$ cat config.mk
export PLATFORM = sky130hd
export DESIGN_NAME = axi_lite_slave_mem
export DESIGN_NICKNAME = d
export VERILOG_FILES = /design/src/rtl/axi_lite_pkg.sv /design/src/rtl/axi_slave_regfile.sv /design/src/rtl/axi_lite_slave_mem.sv
export SDC_FILE = /design/constraint.sdc
export NUM_CORES = 1
export LEC_CHECK = 0
export BUFFER_PORTS_ARGS = -buffer_cell sky130_fd_sc_hd__buf_2
export CORE_ASPECT_RATIO = 1.25
export CORE_MARGIN = 2
export CORE_UTILIZATION = 40
export CTS_CLUSTER_SIZE = 10
export DETAILED_ROUTE_END_ITERATION = 10
export GPL_TIMING_DRIVEN = 0
export PLACE_DENSITY = 0.63
export REMOVE_ABC_BUFFERS = 1
export SLEW_MARGIN = 0
export SYNTH_ARGS = -nofsm -noshare
export SYNTH_HDL_FRONTEND = slang
export SYNTH_SLANG_ARGS = --single-unit
$ cat constraint.sdc
create_clock -name clk -period 2.1 [get_ports clk]
set_input_delay 0.42 -clock clk [delete_from_list [all_inputs] [get_ports clk]]
set_output_delay 0.42 -clock clk [all_outputs]
set_load 0.1 [all_outputs]
$ cat src/rtl/axi_lite_pkg.sv
// axi_lite_pkg: shared widths, response codes and FSM state types for the AXI-style slave memory.
package axi_lite_pkg;
  localparam int ADDR_W  = 3;
  localparam int DATA_W  = 4;
  localparam int RO_ADDR = 7;
  localparam logic RESP_OKAY   = 1'b0;
  localparam logic RESP_SLVERR = 1'b1;
  typedef enum logic [1:0] {W_IDLE, W_GOT_ADDR, W_GOT_DATA, W_RESP} wr_state_t;
  typedef enum logic {R_IDLE, R_DATA} rd_state_t;
endpackage

$ cat src/rtl/axi_slave_regfile.sv
// axi_slave_regfile: 2**ADDR_W x DATA_W storage plus committed-write counter.
//   clk/reset_n : clock, async active-low reset (clears storage and counter)
//   we/waddr/wdata : write port; each accepted write also bumps the counter
//   raddr/rdata : combinational read port, RO_ADDR returns the counter
module axi_slave_regfile #(
  parameter int ADDR_W  = axi_lite_pkg::ADDR_W,
  parameter int DATA_W  = axi_lite_pkg::DATA_W,
  parameter int RO_ADDR = axi_lite_pkg::RO_ADDR
) (
  input  logic              clk,
  input  logic              reset_n,
  input  logic              we,
  input  logic [ADDR_W-1:0] waddr,
  input  logic [DATA_W-1:0] wdata,
  input  logic [ADDR_W-1:0] raddr,
  output logic [DATA_W-1:0] rdata
);
  import axi_lite_pkg::*;
  logic [DATA_W-1:0] mem_q [2**ADDR_W];
  logic [DATA_W-1:0] mem_d [2**ADDR_W];
  logic [DATA_W-1:0] cnt_q, cnt_d;
  always_comb begin
    mem_d = mem_q;
    if (we && waddr != ADDR_W'(RO_ADDR)) mem_d[waddr] = wdata;
    cnt_d = we ? cnt_q + DATA_W'(1) : cnt_q;
    rdata = (raddr == ADDR_W'(RO_ADDR)) ? cnt_q : mem_q[raddr];
  end
  always_ff @(posedge clk or negedge reset_n) begin
    if (!reset_n) begin
      mem_q <= '{default: '0};
      cnt_q <= '0;
    end else begin
      mem_q <= mem_d;
      cnt_q <= cnt_d;
    end
  end
endmodule

$ cat src/rtl/axi_lite_slave_mem.sv
// axi_lite_slave_mem: single-beat AXI-style slave over a small register file with a write-count status entry.
//   wa_*/wd_*/b_* : write address, write data, write response channels
//   ra_*/rd_*     : read address, read data channels
//   clk/reset_n   : clock, async active-low reset
module axi_lite_slave_mem #(
  parameter int ADDR_W  = axi_lite_pkg::ADDR_W,
  parameter int DATA_W  = axi_lite_pkg::DATA_W,
  parameter int RO_ADDR = axi_lite_pkg::RO_ADDR
) (
  input  logic              clk,
  input  logic              reset_n,
  input  logic              wa_valid,
  input  logic [ADDR_W-1:0] wa_addr,
  output logic              wa_ready,
  input  logic              wd_valid,
  input  logic [DATA_W-1:0] wd_data,
  input  logic              wd_strb,
  output logic              wd_ready,
  output logic              b_valid,
  output logic              b_response,
  input  logic              b_ready,
  input  logic              ra_valid,
  input  logic [ADDR_W-1:0] ra_addr,
  output logic              ra_ready,
  output logic              rd_valid,
  output logic [DATA_W-1:0] rd_data,
  input  logic              rd_ready
);
  import axi_lite_pkg::*;
  logic rdy_q, rdy_d;
  wr_state_t wr_q, wr_d;
  rd_state_t rd_q, rd_d;
  logic [ADDR_W-1:0] addr_q, addr_d;
  logic [DATA_W-1:0] data_q, data_d;
  logic strb_q, strb_d;
  logic b_resp_q, b_resp_d;
  logic [DATA_W-1:0] rd_data_q, rd_data_d;
  logic [DATA_W-1:0] rf_rdata;
  logic aw_hs, wd_hs, ra_hs, commit, we;
  // Readies come only from registered state; rdy_q holds them low until one edge after reset release.
  assign wa_ready   = rdy_q && (wr_q == W_IDLE || wr_q == W_GOT_DATA);
  assign wd_ready   = rdy_q && (wr_q == W_IDLE || wr_q == W_GOT_ADDR);
  assign ra_ready   = rdy_q && rd_q == R_IDLE;
  assign b_valid    = wr_q == W_RESP;
  assign b_response = b_resp_q;
  assign rd_valid   = rd_q == R_DATA;
  assign rd_data    = rd_data_q;
  always_comb begin
    rdy_d  = 1'b1;
    aw_hs  = wa_valid && wa_ready;
    wd_hs  = wd_valid && wd_ready;
    ra_hs  = ra_valid && ra_ready;
    commit = (wr_q == W_IDLE && aw_hs && wd_hs) || (wr_q == W_GOT_ADDR && wd_hs) ||
             (wr_q == W_GOT_DATA && aw_hs);
    // The _d values merge a live handshake with whatever half was captured earlier.
    addr_d = aw_hs ? wa_addr : addr_q;
    data_d = wd_hs ? wd_data : data_q;
    strb_d = wd_hs ? wd_strb : strb_q;
    we     = commit && strb_d && addr_d != ADDR_W'(RO_ADDR);
    b_resp_d = commit ? ((addr_d == ADDR_W'(RO_ADDR)) ? RESP_SLVERR : RESP_OKAY) : b_resp_q;
    wr_d = commit ? W_RESP :
           (wr_q == W_RESP && b_ready) ? W_IDLE :
           (wr_q == W_IDLE && aw_hs) ? W_GOT_ADDR :
           (wr_q == W_IDLE && wd_hs) ? W_GOT_DATA : wr_q;
    rd_d = ra_hs ? R_DATA : (rd_q == R_DATA && rd_ready) ? R_IDLE : rd_q;
    // Read port sees pre-edge storage, so a same-edge write to the same address is not visible.
    rd_data_d = ra_hs ? rf_rdata : rd_data_q;
  end
  always_ff @(posedge clk or negedge reset_n) begin
    if (!reset_n) begin
      rdy_q     <= 1'b0;
      wr_q      <= W_IDLE;
      rd_q      <= R_IDLE;
      addr_q    <= '0;
      data_q    <= '0;
      strb_q    <= 1'b0;
      b_resp_q  <= RESP_OKAY;
      rd_data_q <= '0;
    end else begin
      rdy_q     <= rdy_d;
      wr_q      <= wr_d;
      rd_q      <= rd_d;
      addr_q    <= addr_d;
      data_q    <= data_d;
      strb_q    <= strb_d;
      b_resp_q  <= b_resp_d;
      rd_data_q <= rd_data_d;
    end
  end
  axi_slave_regfile #(.ADDR_W(ADDR_W), .DATA_W(DATA_W), .RO_ADDR(RO_ADDR)) u_rf (
    .clk(clk),
    .reset_n(reset_n),
    .we(we),
    .waddr(addr_d),
    .wdata(data_d),
    .raddr(ra_addr),
    .rdata(rf_rdata)
  );
endmodule

# After elaboration in Yosys (flattened, before gate mapping)
# Cells that the tools add are included.
[word_totals]
ff_bits = 53
latch_bits = 0
mem_bits_rw = 0
mem_bits_ro = 0
out_inout_bits = 10
word_cells = 71
memories = 0
[classes]
addsub = 1
multipliers = 0
div = 0
n_lt_le_gt_ge = 3
n_eq_ne = 6
n_shift = 0
muxes = 17
bitwise_logic = 3
reduce_logical = 24
[ops]
columns = ["operator", "count"]
rows = [
  ["$bwmux 32", 1],
  ["$mux 4", 5],
  ["$logic_and 1x1->1", 17],
  ["$bmux 4 s3", 1],
  ["$demux 4 s3", 1],
  ["$ge 4x4->1 const B", 2],
  ["$mux 2", 4],
  ["$not 3->4", 2],
  ["$eq 3x3->1 const B", 2],
  ["$add 4x1->4 const B", 1],
  ["$eq 2x2->1 const B", 2],
  ["$logic_or 1x1->1", 4],
  ["$lt 4x1->1 const B", 1],
  ["$mux 1", 4],
  ["$reduce_bool 4->1", 1],
  ["$mux 3", 1],
  ["$ne 3x3->1 const B", 1],
  ["$eq 2x1->1 const B", 1],
  ["$logic_not 2->1", 1],
  ["$reduce_bool 2->1", 1],
  ["$not 1->1", 1],
]

# Logic depth before layout (Yosys ltp)
# Gate-level depths: netlist of the first run.
[logic_depth]
depth_word = 11
mapped_depth = 5

# By module
# A second synthesis of the first run with hierarchy kept.
[unflattened]
hier_cells = 143
area_unflattened_um2 = 2288.4
[modules_own_cells]
columns = ["mod", "n_inst", "cells_per_inst", "area_per_inst_um2", "seq_area_each_um2"]
rows = [
  ["axi_slave_regfile", 1, 89, 1539.0, 800.8],
  ["axi_lite_slave_mem", 1, 54, 749.5, 425.4],
]

# Least setup slack after synthesis of the first run
# OpenSTA, ideal clock, no wires.
[synth_path]
kind = "register to register"
startpoint = "register rd_q, in the netlist rd_valid"
endpoint = "register rd_data_q[0], in the netlist rd_data[0]"
setup_ns = 0.134
t_arrival_ns = 2.878
path_slack_ns = -0.912
path_stages_with_launch = 5
period_less_slack_ns = 3.012
cell_sequence = "dfrtp_1 -> nor2b_1 -> nand2_1 -> nand2_1 -> o21ai_0"
[synth_between]
elab_chain_cells = 3
[synth_rtl]
columns = ["item", "line_no", "source"]
rows = [
  ["start, declared", "axi_lite_slave_mem.sv:32", "rd_state_t rd_q, rd_d;"],
  ["start signal, assigned", "axi_lite_slave_mem.sv:82", "rd_q <= rd_d;"],
  ["$not 1->1", "axi_lite_slave_mem.sv:43", "assign ra_ready = rdy_q && rd_q == R_IDLE;"],
  ["$logic_and 1x1->1", "axi_lite_slave_mem.sv:43", ""],
  ["via ra_ready", "axi_lite_slave_mem.sv:24", "output logic ra_ready,"],
  ["$logic_and 1x1->1", "axi_lite_slave_mem.sv:52", "ra_hs = ra_valid && ra_ready;"],
  ["end signal, assigned", "axi_lite_slave_mem.sv:87", "rd_data_q <= rd_data_d;"],
  ["end, declared", "axi_lite_slave_mem.sv:37", "logic [DATA_W-1:0] rd_data_q, rd_data_d;"],
]
# The timed path passes the listed nets, and every way through them passes these cells.
# A chain may end at the register's enable or synchronous reset.

# Worst setup path in the final report of the first run
[layout_path]
startpoint = "register wr_q[0]"
endpoint = "register u_rf.mem_q[10] (netlist bit)"
[layout_between]
elab_chain_cells = 11
[layout_rtl]
columns = ["item", "line_no", "source"]
rows = [
  ["start, declared", "axi_lite_slave_mem.sv:31", "wr_state_t wr_q, wr_d;"],
  ["start signal, assigned", "axi_lite_slave_mem.sv:81", "wr_q <= wr_d;"],
  ["$eq 2x2->1 / $logic_not 2->1 (equally long branches)", "n/a", ""],
  ["$logic_or 1x1->1", "axi_lite_slave_mem.sv:41", "assign wa_ready = rdy_q && (wr_q == W_IDLE || wr_q == W_GOT_DATA);"],
  ["$logic_and 1x1->1", "axi_lite_slave_mem.sv:41", ""],
  ["$logic_and 1x1->1", "axi_lite_slave_mem.sv:50", "aw_hs = wa_valid && wa_ready;"],
  ["$mux 3 / $logic_and 1x1->1 (equally long branches)", "axi_lite_slave_mem.sv:56, axi_lite_slave_mem.sv:53", ""],
  ["$not 3->4 (implied by the code) / $logic_and 1x1->1 (equally long branches)", "axi_slave_regfile.sv:24, axi_lite_slave_mem.sv:53", ""],
  ["$ge 4x4->1 (implied by the code) (tied with other cells)", "axi_slave_regfile.sv:24", "if (we && waddr != ADDR_W'(RO_ADDR)) mem_d[waddr] = wdata;"],
  ["$logic_and 1x1->1 (implied by the code) / $logic_or 1x1->1 (equally long branches)", "axi_slave_regfile.sv:24, axi_lite_slave_mem.sv:53", ""],
  ["$mux 4 (implied by the code) / $logic_and 1x1->1 (equally long branches)", "axi_slave_regfile.sv:24, axi_lite_slave_mem.sv:59", ""],
  ["$demux 4 s3 / $logic_and 1x1->1 (equally long branches)", "axi_slave_regfile.sv:24, axi_lite_slave_mem.sv:59", ""],
  ["$bwmux 32 / $logic_and 1x1->1 (equally long branches)", "axi_slave_regfile.sv:24", ""],
  ["end signal, assigned", "axi_slave_regfile.sv:33", "mem_q <= mem_d;"],
  ["end, declared", "axi_slave_regfile.sv:19", "logic [DATA_W-1:0] mem_q [2**ADDR_W];"],
]
# Several ways; a longest one is shown, not always the timed one.

==> results of run 1 <==
[sequential cells by signal, indices dropped and copies added (netlist names)]
register	count
rdy_q	1
strb_q	1
b_response	1
data_q	4
u_rf.cnt_q	4
u_rf.mem_q	28
rd_valid	1
rd_data	4
addr_q	3
wr_q	2
[metal layers]
layer / vias to the layer above / GRT usage / part of all wire
li1: 730 / - / -
met1: 753 / 0.176 / 0.43
met2: 33 / 0.242 / 0.51
met3: 5 / 0.0370 / 0.033
met4: 0 / 0.0602 / 0.020
met5: - / 0 / 0
[metrics by stage]
| step | util | total power, µW |
|---|---|---|
| 2_1_floorplan | - | 2800 |
| 5_1_grt | 0.469 | 4050 |
| 4_1_cts | 0.459 | 3800 |
| 3_5_place_dp | 0.440 | 3130 |
| 3_3_place_gp | 0.440 | 3090 |
| 6_report | 0.469 | 3810 |
[logic make-up (layout without fill, tap and decap cells)]
logic type,after synthesis,count (layout),synth area share
muxes,47,47,0.259
AOI/OAI and AO/OA,17,17,0.0596
and+or+nand+nor,54,54,0.124
buffers and inverters,13,43,0.0227
xor gates and xnor gates,3,3,0.0111
other,1,1,0.00158
DFF,49,49,0.517
adders and majority gates,1,1,0.00527
[final cells by class]
class / count / area [µm²] / area share
Sequential cell: 49 / 1230 / 0.452
Multi-Input combinational cell: 123 / 1090 / 0.403
Clock inverter: 2 / 38.8 / 0.0143
Inverter: 2 / 7.51 / 0.00277
Tap cell: 66 / 82.6 / 0.0304
Clock buffer: 6 / 72.6 / 0.0268
Timing Repair Buffer: 33 / 193 / 0.0710
[how the worst max path moves through the flow]
stage | startpoint | end | slack (ns)
floorplan | rd_valid$_DFFE_PN0P_ | rd_data[0]$_DFFE_PN0P_ | -0.91
global placement | wr_q[0]$_DFFE_PN0P_ | u_rf.mem_q[23]$_DFFE_PN0P_ | 0.05
detailed placement | wr_q[0]$_DFFE_PN0P_ | u_rf.mem_q[27]$_DFFE_PN0P_ | 0.05
CTS | wr_q[0]$_DFFE_PN0P_ | u_rf.mem_q[26]$_DFFE_PN0P_ | 0.03
global route | wr_q[0]$_DFFE_PN0P_ | u_rf.mem_q[14]$_DFFE_PN0P_ | 0.08
finish | wr_q[0]$_DFFE_PN0P_ | u_rf.mem_q[10]$_DFFE_PN0P_ | 0.17
[report_power, final]
group          total, µW  internal, µW  switching (µW)
clock network        671           358             313
logic               1520           603             916
registers           1630          1350             277
[what timing repair did]
item                                   in CTS  in global routing
resized for setup                           0                  0
buffers inserted                            0                  6
endpoints found under the hold margin       0                  0
setup endpoints to repair                   0                 16
[worst register-to-register path, cell delays in order (launching register included)]
cell and delay [ns]:
dfrtp_1 0.45, nand3b_1 0.34, buf_4 0.23, and4b_1 0.18, o21ai_2 0.25, mux2_2 0.37
[placed cells by master (no fill, tap or decap), types with 3 or more instances in the layout]
cell type	netlist	routed
dfrtp_1	49	49
clkbuf_8	0	5
mux2_2	35	35
buf_2	1	27
nand2_1	21	21
nor4b_1	4	4
o21ai_0	5	5
o21a_1	3	3
o21ai_2	3	3
nor2_1	5	5
buf_4	0	5
mux2i_1	4	4
a21oi_1	3	3
and4b_1	4	4
nand3_1	6	6
mux4_2	8	8
==> results.yml, run 1 <==
global_routing:
  grt_max_degree: 50
  grt_pass1_vias: 1453
  grt_first_pass_wirelength_um: 7260
  antenna_found_initial: 0
  grt_overflow: 0
  grt_usage: 0.145
timing:
  fin_setup_tns_ns: 0
  rsz0062_at_grt: "no"
  min_period_ns: 1.93
  setup-violations-final: 0
  maxSlewViolCount: 0
  maxSlewHeadroom: 0.284
  tightest_slew_ns: 1.07
  min_period_over_period: 0.921
  final_hold_viol_count: 0
  hold_slack_ns: 0.291
  fin_ws_ns: 0.166
  finClkSkew_ns: 0.0124
  fmax_ghz: 0.517
clock_tree:
  clock_latency_ns: 0.31
  cts-hold-fix-buffers: 0
  cts_buffers: 5
  cts_tree: "done"
  h-tree-depth: 2
  clkTransAtPathRegs_ns: 0.09
  cts.sinks: 49
  clock_tree.root_cell: "clkbuf_8"
  clock_path_buffers: 2
synth:
  synth_area_leaders: "dfrtp_1 52%, mux2_2 17%, mux4_2 7.6%, nand2_1 3.3%, and4b_1 1.7%"
  synthTopCellsByCount: "49 x dfrtp_1, 35 x mux2_2, 21 x nand2_1, 8 x mux4_2"
  synth_edf_count: 0
  synthCells: 185
  syn_avg_cell_area_um2: 12.8
  synth-seq-area-share: 0.517
  synth_seq_cells: 49
  ys_dominant_reg_cell: "dfrtp_1"
  synthArstFlopShare: 1.00
  synth_top_area_cell: "dfrtp_1"
  synth.lib_cells_used.distinct: 33
  synth_most_common_cell: "dfrtp_1"
  netlist.area_leader.share: 0.517
  yosys_warnings: 0
  synth_area_um2: 2370
setup_path:
  slowest_delay_ns: 0.45
  reg2reg_depth: 5
  reg2reg_to: "u_rf.mem_q[10]$_DFFE_PN0P_"
  worst_r2r_startpoint: "wr_q[0]$_DFFE_PN0P_"
  start_kind: "flop"
  r2r_slack_ns: 0.17
  worst-path-buf-inv: 1
  crit_chain: "nand3b_1 > buf_4 > and4b_1 > o21ai_2 > mux2_2"
  cp.required_ns: 2.29
  crit_type: "flop to flop"
  crit_path_top_delay_cell: "dfrtp_1"
  cp.arrival_ns: 2.12
  cp_max_fo: 8
  cp_top_family: "simple AND/OR/NAND/NOR gates"
  worstSetupEndpointType: "flop"
  cp.depth: 5
die:
  dieArea_um2: 6570
  row_count: 31
  initial_core_util: 0.410
  die_h_um: 90.1
  fp.coreArea_um2: 5780
  die_w_um: 72.9
  ios: 28
route:
  drt-pass1-iter-count: 4
  wl_per_cell_um: 15.6
  ant_nets: 0
  vias: 1521
  drt_iter0_markers: 104
  drcViolationCount: 0
  vias_per_cell: 5.41
  wirelength_um: 4390
run:
  cap_viol_max_count: 0
place:
  portBuffers: 27
  preCtsSetupSlack_ns: 0.0479
  place_inst: 267
  place_congestion: 0.742
  place_area_um2: 2540
  dp_hpwl_um: 3110
pwr:
  peakVddDrop_mv: 0.521
  power_density_nw_per_um2: 1410
  p_leak_uw: 0.00126
finish:
  drive_above_1_share: 0.414
  layout.cells.non_filler: 281
  fillerInstances: 493
  fin_area_um2: 2710
  antenna_cells: 0
  final_nets: 233
  syn2layout_area_growth_pct: 14.3
hold_path:
  holdPathStages: 2
  hp-start: "b_ready"
  holdPathEnd: "wr_q[0]$_DFFE_PN0P_"
  hp-class: "primary input to flop"
run_status:
  status: "finished clean"
No activity file was read; power rests on OpenSTA's default activity.
==> inputs of run 2 (changes only) <==
--- a/config.mk
+++ b/config.mk
@@ -12,7 +12,8 @@
 export CTS_CLUSTER_SIZE = 10
 export DETAILED_ROUTE_END_ITERATION = 10
 export GPL_TIMING_DRIVEN = 0
-export PLACE_DENSITY = 0.63
+export PLACE_DENSITY = 0.59
+export RECOVER_POWER = 50
 export REMOVE_ABC_BUFFERS = 1
 export SLEW_MARGIN = 0
 export SYNTH_ARGS = -nofsm -noshare
==> constraint.sdc (replaced) <==
create_clock -name clk -period 2.1 [get_ports clk]
set_input_delay 0.105 -clock clk [delete_from_list [all_inputs] [get_ports clk]]
set_output_delay 0.105 -clock clk [all_outputs]
set_load 0.1 [all_outputs]
==> results.yml, run 2 (same netlist as run 1, synthesis figures left out) <==
run_status:
  status: "finished clean"
clock_tree:
  clock_latency_ns: 0.31
  h-tree-depth: 2
  cts_buffers: 5
  clock_tree.root_cell: "clkbuf_8"
  cts.sinks: 49
  cts_tree: "done"
  clock_path_buffers: 2
  clkTransAtPathRegs_ns: 0.09
finish:
  antenna_cells: 0
  syn2layout_area_growth_pct: 14.9
  drive_above_1_share: 0.408
  largest_register: "u_rf.mem_q"
  final_cell_mix: "49 x dfrtp_1, 35 x mux2_2, 25 x buf_2"
  fillerInstances: 556
  largest_reg_flops: 28
  layout_commonest_cell: "dfrtp_1"
  multi_input_area_um2: 1090
  final_nets: 236
  seq_area_um2: 1230
setup_path:
  cp_max_fo: 8
  worstSetupEndpointType: "flop"
  crit_type: "flop to flop"
  cp.required_ns: 2.29
  cp.arrival_ns: 2.10
  start_kind: "flop"
route:
  drt-pass1-iter-count: 4
  ant_nets: 0
  drt_iter0_markers: 48
  vias_per_cell: 5.43
  wirelength_um: 4500
  vias: 1542
  wl_per_cell_um: 15.8
  drcViolationCount: 0
global_routing:
  grt_first_pass_wirelength_um: 7380
  antenna_found_initial: 0
  groute.layer.met1.usage: 0.200
  grt_pass1_vias: 1464
  grt_max_degree: 50
  busiest_layer: "met2"
  gr-usage-met2: 0.228
  grt_usage: 0.148
  grt_overflow: 0
  use_met3: 0.0404
timing:
  fin_setup_tns_ns: 0
  hold_slack_ns: 0.0368
  min_period_ns: 1.90
  finClkSkew_ns: 0.00952
  final_hold_viol_count: 0
  maxSlewViolCount: 0
  min_period_over_period: 0.907
  maxSlewHeadroom: 0.188
  fmax_ghz: 0.525
  rsz0062_at_grt: "no"
  tightest_slew_ns: 1.22
  setup-violations-final: 0
pwr:
  p_leak_uw: 0.00127
  peakVddDrop_mv: 0.518
  power_density_nw_per_um2: 1400
die:
  die_h_um: 90.1
  fp.coreArea_um2: 5780
  initial_core_util: 0.410
  die_w_um: 72.9
  dieArea_um2: 6570
  ios: 28
  row_count: 31
place:
  dp_hpwl_um: 3150
  portBuffers: 27
  place_congestion: 0.718
hold_path:
  hp-class: "primary input to asynchronous set/reset pin"
run:
  cap_viol_max_count: 0
-- run 2: cell count changes in the layout (fill, tap and decap cells not counted), sizes merged --
| cell | before | now |
|---|---|---|
| buf | 33 | 32 |
| dlygate4sd3 | 0 | 2 |
| clkbuf | 6 | 8 |
-- run 2: where the power goes --
group | internal (µW) | switching [µW] | total, µW | leakage [µW]
logic | 599 | 921 | 1520 | 0.000587
clock network | 358 | 322 | 679 | 0.0000554
registers | 1350 | 265 | 1610 | 0.000629
-- run 2: metrics by stage --
stage | worst slack [ns] | power (µW) | std cells | cell area, µm² | util
floorplan | -0.912 | 2800 | 174 | 2330 | -
global placement | 0.0455 | 3100 | 267 | 2540 | 0.440
detailed placement | 0.0361 | 3130 | 267 | 2540 | 0.440
CTS | 0.0204 | 3820 | 277 | 2680 | 0.463
global route | 0.0851 | 4050 | 284 | 2730 | 0.472
finish | 0.196 | 3810 | 284 | 2730 | 0.472
-- run 2: area by class of cell --
class	instances	area share
clock buffers	6	0.0266
inverters	2	0.00275
repair buffers	36	0.0757
flip-flops and latches	49	0.450
well taps	66	0.0303
multi-input cells	123	0.401
clock inverters	2	0.0142
-- run 2: worst paths after layout --
| kind | depth (start not counted) | slack [ns] | startpoint | end |
|---|---|---|---|---|
| worst max-delay path | 4 | 0.20 | wr_q[0]$_DFFE_PN0P_ | u_rf.mem_q[14]$_DFFE_PN0P_ |
| worst min-delay path | 1 | 0.04 | reset_n | b_response$_DFFE_PN0P_ |
| worst max register to register | 4 | 0.20 | wr_q[0]$_DFFE_PN0P_ | u_rf.mem_q[14]$_DFFE_PN0P_ |
| worst min register to register | 2 | 0.48 | rd_data[3]$_DFFE_PN0P_ | rd_data[3]$_DFFE_PN0P_ |
| max in group asynchronous | 1 | 1.33 | reset_n | u_rf.mem_q[8]$_DFFE_PN0P_ |
| min in group clk | 2 | 0.05 | wd_strb | strb_q$_DFF_PN0_ |
-- run 2: what timing repair did --
item                                   in CTS  in global routing
endpoints found under the hold margin       2                  0
gates resized for setup                     0                  0
hold buffers                                2                  0
setup endpoints to repair                   0                 16
buffers inserted                            0                  7
-- run 2: critical path, stage by stage (launching register included) --
cell and delay (ns):
dfrtp_1 0.45, nand3b_1 0.33, nor4b_1 0.34, o21a_1 0.31, mux2_2 0.36
-- run 2: per-layer routing --
| layer | wire length [µm] | part of all wire | vias up |
|---|---|---|---|
| met3 | 146 | 0.032 | 6 |
| met5 | 0 | 0 | - |
| met2 | 2170 | 0.48 | 28 |
| li1 | - | - | 727 |
| met4 | 70 | 0.016 | 0 |
| met1 | 2120 | 0.47 | 781 |
==> inputs of run 3 (changes only) <==
--- a/config.mk
+++ b/config.mk
@@ -5,17 +5,18 @@
 export SDC_FILE = /design/constraint.sdc
 export NUM_CORES = 1
 export LEC_CHECK = 0
+export ABC_AREA = 1
 export BUFFER_PORTS_ARGS = -buffer_cell sky130_fd_sc_hd__buf_2
 export CORE_ASPECT_RATIO = 1.25
 export CORE_MARGIN = 2
-export CORE_UTILIZATION = 40
+export CORE_UTILIZATION = 55
 export CTS_CLUSTER_SIZE = 10
 export DETAILED_ROUTE_END_ITERATION = 10
 export GPL_TIMING_DRIVEN = 0
-export PLACE_DENSITY = 0.59
+export PLACE_DENSITY = 0.77
 export RECOVER_POWER = 50
 export REMOVE_ABC_BUFFERS = 1
-export SLEW_MARGIN = 0
+export SLEW_MARGIN = 20
 export SYNTH_ARGS = -nofsm -noshare
 export SYNTH_HDL_FRONTEND = slang
 export SYNTH_SLANG_ARGS = --single-unit
==> results.yml, run 3 <==
hold_path:
  hp-class: "primary input to flop"
synth:
  ys_dominant_reg_cell: "dfrtp_1"
  synthTopCellsByCount: "106 x nand2_1, 49 x dfrtp_1, 32 x nand4_1, 19 x o21ai_0, 18 x nor2_1"
  synth_area_leaders: "dfrtp_1 49%, nand2_1 16%, nand4_1 8.0%, o21ai_0 3.8%, nand3_1 3.0%"
  synthCells: 304
  synth_edf_count: 0
  synth_most_common_cell: "nand2_1"
  synth_top_area_cell: "dfrtp_1"
  synthArstFlopShare: 1.00
  synth.lib_cells_used.distinct: 29
  syn_avg_cell_area_um2: 8.23
  synth_area_um2: 2500
  yosys_warnings: 0
  synth_seq_cells: 49
  synth-seq-area-share: 0.490
  netlist.area_leader.share: 0.490
global_routing:
  grt_max_degree: 50
  grt_first_pass_wirelength_um: 9700
  antenna_found_initial: 0
  grt_usage: 0.247
  grt_pass1_vias: 2041
  grt_overflow: 0
setup_path:
  cp.arrival_ns: 2.20
  cp.required_ns: 2.36
  crit_path_top_delay_cell: "o21ai_1"
  cp_max_fo: 17
  crit_type: "flop to flop"
  crit_chain: "nand3_2 > o21ai_1 > nor2_4 > buf_12 > buf_12 > nand3_2 > nand2_1 > nand2_1"
  start_kind: "flop"
  slowest_delay_ns: 0.55
  worstSetupEndpointType: "flop"
place:
  preCtsSetupSlack_ns: -0.121
  dp_hpwl_um: 3750
  portBuffers: 27
  place_congestion: 0.916
route:
  vias_per_cell: 5.67
  drt_iter0_markers: 195
  drt-pass1-iter-count: 4
  vias: 2224
  drcViolationCount: 0
  wirelength_um: 5810
  ant_nets: 0
  wl_per_cell_um: 14.8
timing:
  final_hold_viol_count: 0
  maxSlewHeadroom: 0.197
  min_period_ns: 1.95
  fmax_ghz: 0.514
  rsz0062_at_grt: "no"
  hold_slack_ns: 0.109
  fin_setup_tns_ns: 0
  tightest_slew_ns: 1.20
  fin_ws_ns: 0.154
  finClkSkew_ns: 0.0108
  min_period_over_period: 0.927
  setup-violations-final: 0
  maxSlewViolCount: 0
finish:
  final_cell_mix: "106 x nand2_1, 49 x dfrtp_1, 32 x nand4_1"
  final_nets: 352
  multi_input_area_um2: 1150
  layout_commonest_cell: "nand2_1"
  largest_register: "u_rf.mem_q"
  largest_reg_flops: 28
  drive_above_1_share: 0.180
  fillerInstances: 392
  seq_area_um2: 1230
  antenna_cells: 0
  syn2layout_area_growth_pct: 12.7
clock_tree:
  clock_latency_ns: 0.31
  cts.sinks: 49
  clkTransAtPathRegs_ns: 0.09
  cts_buffers: 5
  clock_tree.root_cell: "clkbuf_8"
  clock_path_buffers: 2
  h-tree-depth: 2
  cts_tree: "done"
die:
  initial_core_util: 0.570
  fp.coreArea_um2: 4390
  ios: 28
  row_count: 27
  die_w_um: 64.3
  die_h_um: 79.4
  dieArea_um2: 5110
pwr:
  power_density_nw_per_um2: 1330
  p_leak_uw: 0.00145
  peakVddDrop_mv: 0.749
run_status:
  status: "finished clean"
run:
  cap_viol_max_count: 0
## run 3: cell types whose count changed after synthesis, moves of 11 or more
cell	change
nor2_1	+13
nand2_1	+85
o21ai_0	+14
nand4_1	+32
mux2_2	-35
inv_1	+11
## run 3: metal layers
metal  share of wire  vias to the layer above  wire length [µm]  global-route usage
li1                -                     1079                 -                   -
met1            0.43                     1068              2510               0.320
met3           0.044                       13               258              0.0395
met4           0.026                        0               151               0.106
met5               0                        -                 0                   0
met2            0.50                       64              2880               0.409
## run 3: power by group
part	leakage, µW	switching [µW]	internal, µW
clock	0.0000542	316	298
sequential	0.000637	221	1300
combinational	0.000758	1210	410
total	0.00145	1740	2010
## run 3: cell families after synthesis
group	share of synthesized area
AOI/OAI and AO/OA	0.0745
xor gates and xnor gates	0.0105
DFF	0.490
other	0.00150
buffers and inverters	0.0555
and+or+nand+nor	0.363
adders and majority gates	0.00500
## run 3: worst paths after layout
path	endpoint	slack, ns	start	depth (start not counted)
max	u_rf.mem_q[15]$_DFFE_PN0P_	0.15	rdy_q$_DFF_PN0_	8
min	addr_q[1]$_DFF_PN0_	0.11	wa_addr[1]	3
max reg2reg	u_rf.mem_q[15]$_DFFE_PN0P_	0.15	rdy_q$_DFF_PN0_	8
max in group asynchronous	u_rf.mem_q[17]$_DFFE_PN0P_	0.79	reset_n	2
min reg2reg	u_rf.mem_q[6]$_DFFE_PN0P_	0.47	u_rf.mem_q[6]$_DFFE_PN0P_	2
min in group asynchronous	rd_valid$_DFFE_PN0P_	0.56	reset_n	2
## run 3: critical path: cells and delay by family, from the launching register on
family / cells / cell delay, ns
AOI/OAI and AO/OA: 1 / 0.55
and+or+nand+nor: 5 / 0.54
DFF: 1 / 0.51
buffers and inverters: 2 / 0.31
## run 3: final cells by class
type	count	share of cell area
multi-input cells	228	0.409
flip-flops and latches	49	0.435
clock buffers	7	0.0342
well taps	58	0.0257
clock inverters	1	0.00178
repair buffers	32	0.0719
inverters	17	0.0226
## run 3: timing repair
item                                    in CTS  in global routing
endpoints found under the setup margin      20                 32
buffers inserted                             0                  3
cloned                                       1                  0
endpoints found under the hold margin        1                 49
hold buffers                                 1                  1
resized for setup                            0                  1
pin swaps                                    1                  1
## run 3: stage by stage
step / total power [µW] / cells / utilization / area (µm²)
after floorplan: 2690 / 293 / - / 2430
after global placement: 3030 / 378 / 0.600 / 2630
after detailed placement: 3080 / 378 / 0.601 / 2640
after CTS: 3710 / 388 / 0.628 / 2760
after global routing: 3990 / 392 / 0.642 / 2820
final: 3750 / 392 / 0.642 / 2820
